**src/rtl/traffic_pkg.sv**
```systemverilog
// traffic_pkg: state encoding, lamp patterns and a constant helper for traffic_light_ctrl
package traffic_pkg;
    typedef enum logic [2:0] {
        MAIN_GREEN  = 3'd0,
        MAIN_YELLOW = 3'd1,
        ALLRED_A    = 3'd2,
        SIDE_GREEN  = 3'd3,
        SIDE_YELLOW = 3'd4,
        ALLRED_B    = 3'd5,
        WALK        = 3'd6
    } tl_state_t;
    localparam logic [2:0] LT_RED = 3'b100;
    localparam logic [2:0] LT_YEL = 3'b010;
    localparam logic [2:0] LT_GRN = 3'b001;
    function automatic int max_int(input int a, input int b);
        return a > b ? a : b;
    endfunction
endpackage

```
**src/rtl/tl_phase_timer.sv**
```systemverilog
// tl_phase_timer: prescaled tick counter; done when dur ticks have fully elapsed, held by saturation
module tl_phase_timer #(
    parameter int TICK_DIV = 1,
    parameter int DUR_W    = 3
) (
    input  logic             clk,
    input  logic             clear,
    input  logic [DUR_W-1:0] dur,
    output logic             done
);
    localparam int PW = TICK_DIV > 1 ? $clog2(TICK_DIV) : 1;
    logic [PW-1:0]    presc_d, presc_q;
    logic [DUR_W-1:0] tick_d, tick_q;
    logic             wrap, sat;
    always_comb begin
        wrap    = presc_q == PW'(TICK_DIV - 1);
        sat     = tick_q == dur;
        presc_d = (clear || wrap) ? '0 : presc_q + 1'b1;
        tick_d  = clear ? '0 : (wrap && !sat) ? tick_q + 1'b1 : tick_q;
        // last cycle of the final tick, or already saturated (only reachable while waiting in main green)
        done    = sat || (wrap && tick_q == dur - 1'b1);
    end
    always_ff @(posedge clk) begin
        presc_q <= presc_d;
        tick_q  <= tick_d;
    end
endmodule

```
**src/rtl/traffic_light_ctrl.sv**
```systemverilog
// traffic_light_ctrl: timed two-road intersection controller with request latches.
// Define TRAFFIC_PED_EN to build the pedestrian request latch and WALK phase.
module traffic_light_ctrl
    import traffic_pkg::*;
#(
    parameter int TICK_DIV = 1,
    parameter int GREEN_T  = 4,
    parameter int SIDE_T   = 3,
    parameter int YELLOW_T = 2,
    parameter int ALLRED_T = 1,
    parameter int WALK_T   = 3
) (
    input  logic       clk,
    input  logic       RESET,
    input  logic       sensor,
    input  logic       ped_req,
    output logic [2:0] main_lt,
    output logic [2:0] side_lt,
    output logic       walk,
    output logic [2:0] phase
);
    localparam int MAX_T = max_int(max_int(max_int(GREEN_T, SIDE_T), max_int(YELLOW_T, ALLRED_T)), WALK_T);
    localparam int DW    = $clog2(MAX_T + 1);
    tl_state_t     state_d, state_q;
    logic          side_pend_d, side_pend_q, ped_pend_q;
    logic          done, clear;
    logic [DW-1:0] dur;
`ifdef TRAFFIC_PED_EN
    localparam bit PED_EN = 1'b1;
    logic ped_pend_d;
    always_comb ped_pend_d = !RESET && !(state_d == WALK && state_q != WALK) && (ped_pend_q || (ped_req && state_q != WALK));
    always_ff @(posedge clk) ped_pend_q <= ped_pend_d;
    assign walk = state_q == WALK;
`else
    localparam bit PED_EN = 1'b0;
    logic ped_unused;
    assign ped_unused = ped_req;
    assign ped_pend_q = 1'b0;
    assign walk       = 1'b0;
`endif
    tl_phase_timer #(.TICK_DIV(TICK_DIV), .DUR_W(DW)) u_timer (
        .clk  (clk),
        .clear(clear),
        .dur  (dur),
        .done (done)
    );
    always_comb begin
        state_d = state_q;
        dur     = DW'(GREEN_T);
        case (state_q)
            MAIN_GREEN:  state_d = (done && (side_pend_q || ped_pend_q)) ? MAIN_YELLOW : MAIN_GREEN;
            MAIN_YELLOW: begin
                dur     = DW'(YELLOW_T);
                state_d = done ? ALLRED_A : MAIN_YELLOW;
            end
            ALLRED_A: begin
                dur     = DW'(ALLRED_T);
                state_d = !done ? ALLRED_A : (side_pend_q || !PED_EN) ? SIDE_GREEN : WALK;
            end
            SIDE_GREEN: begin
                dur     = DW'(SIDE_T);
                state_d = done ? SIDE_YELLOW : SIDE_GREEN;
            end
            SIDE_YELLOW: begin
                dur     = DW'(YELLOW_T);
                state_d = done ? ALLRED_B : SIDE_YELLOW;
            end
            ALLRED_B: begin
                dur     = DW'(ALLRED_T);
                state_d = !done ? ALLRED_B : ped_pend_q ? WALK : MAIN_GREEN;
            end
            WALK: begin
                dur     = DW'(WALK_T);
                state_d = done ? MAIN_GREEN : WALK;
            end
            default: state_d = MAIN_GREEN;
        endcase
        if (RESET) state_d = MAIN_GREEN;
        clear       = RESET || state_d != state_q;
        // entry into side green clears the latch even if the sensor is still high
        side_pend_d = !RESET && !(state_d == SIDE_GREEN && state_q != SIDE_GREEN)
                      && (side_pend_q || (sensor && state_q != SIDE_GREEN && state_q != SIDE_YELLOW));
    end
    always_ff @(posedge clk) begin
        state_q     <= state_d;
        side_pend_q <= side_pend_d;
    end
    assign main_lt = state_q == MAIN_GREEN ? LT_GRN : state_q == MAIN_YELLOW ? LT_YEL : LT_RED;
    assign side_lt = state_q == SIDE_GREEN ? LT_GRN : state_q == SIDE_YELLOW ? LT_YEL : LT_RED;
    assign phase   = state_q;
endmodule
```
**config.mk**
```make
export PLATFORM = sky130hd
export DESIGN_NAME = traffic_light_ctrl
export DESIGN_NICKNAME = d
export VERILOG_FILES = /design/src/rtl/traffic_pkg.sv /design/src/rtl/tl_phase_timer.sv /design/src/rtl/traffic_light_ctrl.sv
export SDC_FILE = /design/constraint.sdc
export NUM_CORES = 1
export LEC_CHECK = 0
export CORE_AREA = 3 3 40 42
export CTS_CLUSTER_DIAMETER = 200
export DETAILED_ROUTE_END_ITERATION = 6
export DIE_AREA = 0 0 43 45
export DONT_BUFFER_PORTS = 1
export GPL_ROUTABILITY_DRIVEN = 1
export PLACE_DENSITY = 0.7
export SETUP_SLACK_MARGIN = 0.4
export SYNTH_ARGS = -nofsm -noshare
export SYNTH_HDL_FRONTEND = slang
export SYNTH_SLANG_ARGS = --single-unit
```
**constraint.sdc**
```tcl
create_clock -name clk -period 4.85 [get_ports clk]
set_input_delay 0.97 -clock clk [delete_from_list [all_inputs] [get_ports clk]]
set_output_delay 0.97 -clock clk [all_outputs]
set_load 0.005 [all_outputs]
```
[Word-level counts from Yosys, hierarchy flattened]
Index checks and enable logic that the tools add are counted.
Widths: inputs -> output; s select.
Storage, ports and cells
  register bits: 8
  input bits: 4
  output and inout bits: 10
  word-level logic and storage cells: 53
Cells by class
  add/subtract/negate cells: 3
  equality and inequality tests: 12
  mux-type cells: 14
  bitwise gates (word level): 1
  reductions and logical operators: 19
Operators with widths (count)
  $mux 3: 8
  $pmux 3 s7: 1
  $eq 3x2->1 const B: 3
  $eq 3x3->1 const B: 3
  $pmux 3 s3: 1
  $logic_and 1x1->1: 8
  $eq 3x3->1: 2
  $reduce_or 2->1: 3
  $logic_or 1x1->1: 4
  $add 3x1->3 const B: 1
  $eq 3x1->1 const B: 1
  $logic_not 1->1: 3
  $logic_not 3->1: 1
  $mux 1: 3
  $ne 3x2->1 const B: 1
  $ne 3x3->1: 1
  $ne 3x3->1 const B: 1
  $sub 3x1->3 const B: 1
  $mux 2: 1
  $add 1x1->1 const B: 1
  $not 1->1: 1

[Depth between registers and ports, before layout]
  depth in word-level cells: 16
  depth in mapped cells: 10
  depth with buffers taken out: 9

[Modules after synthesis]
Synthesis repeated with hierarchy kept, for this count alone.
Unflattened totals
  cell total of the unflattened synthesis: 87
  area total of the unflattened synthesis: 664.4 um^2
By module, submodules not included
  tl_phase_timer: times used 1, cells each 41, area each 345.3 um^2, sequential area each 80.1 um^2
  traffic_light_ctrl: times used 1, cells each 46, area each 319.1 um^2, sequential area each 80.1 um^2

[Least setup slack after synthesis]
OpenSTA, ideal clock, no wires.
  kind: register to output
  from: register state_q[2], in the netlist phase[2]
  to: output port side_lt[2]
  arrival: 1.094 ns
  required time: 3.880 ns
  slack: 2.786 ns
  stages on the path, launching flop included: 6
  path buffers: 1
  path through: dfxtp_1 -> buf_6 -> inv_1 -> or3_1 -> inv_1 -> nor2_1
Between the ends
  word-level cells in the longest chain between the ends: 3
  elaborated cells on any way between the ends: 4
  those cells by class: 2 x eq/ne; 2 x mux
Ends and longest elaborated chain
  start: declaration: RTL line traffic_light_ctrl.sv:24  | tl_state_t state_d, state_q;
  start signal: assignment: RTL line traffic_light_ctrl.sv:85  | state_q <= state_d;
  $eq 3x3->1: RTL line traffic_light_ctrl.sv:89  | assign side_lt = state_q == SIDE_GREEN ? LT_GRN : state_q == SIDE_YELLOW ? LT_YEL : LT_RED;
  $mux 3: RTL line traffic_light_ctrl.sv:89
  $mux 3 *: RTL line traffic_light_ctrl.sv:89
  end: declaration: RTL line traffic_light_ctrl.sv:18  | output logic [2:0] side_lt,
Mark *: on every way between the ends. The rest lies on a longest branch, timed or not.

[Worst setup path after layout]
Ends and elaborated chain as after synthesis.

==> metrics.txt <==
Max stage delay on crit path roughly 0.62 ns; static leakage between 0.2 and 0.25 nW; Final GP Congestion approximately 0.74; hold worst-path end side_pend_q; Pre-antenna DRT Iters 6; drt wl/cell 13.0 microns; Buffers on Ports 0; Finished Core Util between 50 and 60%; DRT antenna net count 0; Initial Utilization between 50% and 60%; post-synth top area share between 20% and 30%; core footprint ~0.0013 sq mm; CTS tree yes; Setup crit start phase[2]; Final Net Count 80; CP max FO 13; min Tclk post-route around 2.5 ns; crit end category output port; DP Cell Count 84; final instance area 666 sq um; Buf+Inv Stages, Crit Path 2; H-tree levels 1; HP Class reg2reg; Area contributors post-synth dfxtp_1 (24%), xnor2_1 (5.3%), o311ai_4 (4.0%); Reg2Reg Depth 9; Reg-to-Reg End u_timer.tick_q[0]; Crit path required time a little under 4 ns; P per Cell Area 419 mW/mm^2; max cap viols 0; num rows 13; prevailing post-synth register cell dfxtp_1; synthesized cell area ~660 sq um; DR iter-0 viols 10; Yosys cell types 37; die height around 45 microns; Antenna diodes 0; final hold violations 0; proportion of synthesized chip area in sequential cells between 20% and 30%; status finished clean; Post-synth EDFFs 0; Critical-path top delay cell dfxtp_1; clk_lat worst skew between 0.2 and 0.3 ns; GRT Util Overall 14.1%; first-pass GRT wire length 2080 microns; post-DR vias/cell ~5.7; Area after DPL ~640 sq um; Area Overhead vs Synth 0.377%; Die W between 40 and 50 microns; grt ovf 0; Yosys reg bits 8; Synth async-reset ratio 0%; top cell family by delay on the critical path flip-flops; Hold Crit Depth 2; reg2reg start phase[2]; Max Slew Vio Count 0; CTS root buf clkbuf_4; dpl ws approximately 2.5 ns; worst hold path startpoint side_pend_q; Most common cell on crit path inv_1; Post-Syn Area per Cell 9.08 sq um; postcts setup bufs 0; CTS buffer count 3; vias in the first global route about 460; routed wire length ~1100 microns; crit path cell chain inv_1 > or3_1 > inv_1 > nor2_1; Ys Warns 0; critical path type reg2out; Cells after Synth 73; Hold WS 0.551 ns; setup ws final 2.32 ns; Sink Count 8; proportion of layout cells with a drive suffix above 1 between 10% and 20%; CTS Hold Bufs 0; Clock Skew roughly 0.0054 ns; arrival time worst endpoint approximately 1.6 ns; I/O pin total 14; initial antenna violation count 0; slew margin rel. about 62%; dpl hpwl 829 microns; final std cells w/o fill 87; highest clock rate approximately 0.40 GHz; setup violators final 0; CTS resizes 0; vias between 400 and 500; Clock Path Buffers 2; DRC 0; dominant cell type by area after synthesis dfxtp_1; clock transition at the registers of the reported paths 0.05 ns; Worst setup SP type register; largest net degree at the start of global routing 17; total power between 0.2 and 0.3 mW; RSZ-0062 raised after global routing no; period utilization around 52%; r2r setup slk about 2.5 ns; setup TNS 0 ns; IR drop worst, VDD around 0.27 mV; actual slew at the worst max-slew pin roughly 0.57 ns; die area around 0.0019 sq mm
power by group:
part	switching [mW]	total (mW)	internal [mW]
registers	0.0328	0.109	0.0766
clock network	0.0207	0.0489	0.0282
logic	0.0585	0.120	0.0619
area by class of cell:
cell class / count / area, sq um
Sequential cell: 8 / 160
Multi-Input combinational cell: 56 / 445
Tap cell: 15 / 18.8
Fill cell: 122 / 619
Clock buffer: 3 / 22.5
Inverter: 5 / 18.8
worst max-delay path by stage:
| stage | slack (ns) | cells after the start | to |
|---|---|---|---|
| 4_1_cts | 2.29 | 4 | side_lt[2] |
| 6_report | 2.32 | 4 | side_lt[2] |
| 3_5_place_dp | 2.54 | 9 | u_timer.tick_q[0] |
| 5_1_grt | 2.19 | 4 | side_lt[2] |
| 2_1_floorplan | 2.79 | 5 | side_lt[2] |
| 3_3_place_gp | 2.56 | 9 | u_timer.tick_q[0] |
synthesized netlist by cell type, types with 2 or more instances:
library cell and number:
buf_6 2, nor2_1 6, nor2b_1 2, buf_4 2, inv_1 5, xor2_1 2
a21oi_1 4, dfxtp_1 8, ha_1 2, nand2_1 2, xnor2_1 4, o21ai_0 3
nor3b_1 2, mux2i_1 2, nor3_1 5
kinds of logic after synthesis:
family | Yosys count | synth area share, %
buffers and inverters | 10 | 9.24
other | 1 | 0.565
XOR/XNOR | 7 | 11.3
flip-flops | 8 | 24.2
AO/OA/AOI/OAI | 15 | 18.9
adder cells (fa/ha/maj) | 2 | 3.77
multiplexers | 2 | 3.02
AND/OR/NAND/NOR | 28 | 29.1
registers in the layout, indices dropped and copies added, names as in the netlist:
| register | cells |
|---|---|
| side_pend_q | 1 |
| u_timer.tick_q | 3 |
| u_timer.presc_q | 1 |
| phase | 3 |
worst register-to-register path, delay by kind of cell (launching register included):
family                   cells  cell delay, ns
XOR/XNOR                     2            0.48
AND/OR/NAND/NOR              4            0.58
buffers and inverters        1            0.08
adder cells (fa/ha/maj)      1            0.19
AO/OA/AOI/OAI                1            0.25
flip-flops                   1            0.62
layout by cell type, fill, tap and decap left out, drive strengths merged, types with 2 or more instances in the layout:
master	instances
dfxtp	8
nor2	7
nor3	6
inv	5
o21ai	5
xnor2	4
a21oi	4
clkbuf	3
nor3b	3
nand2	2
xor2	2
nor2b	2
mux2i	2
ha	2
conb	2
metal layers:
metal / global-route usage, % / up-vias / share of wire, %
li1: - / 255 / -
met3: 2.79 / 2 / 5.1
met2: 21.9 / 14 / 46
met1: 18.7 / 225 / 47
met5: 0 / - / 0
met4: 7.23 / 0 / 1.5
(Power assumes the default switching activity.)
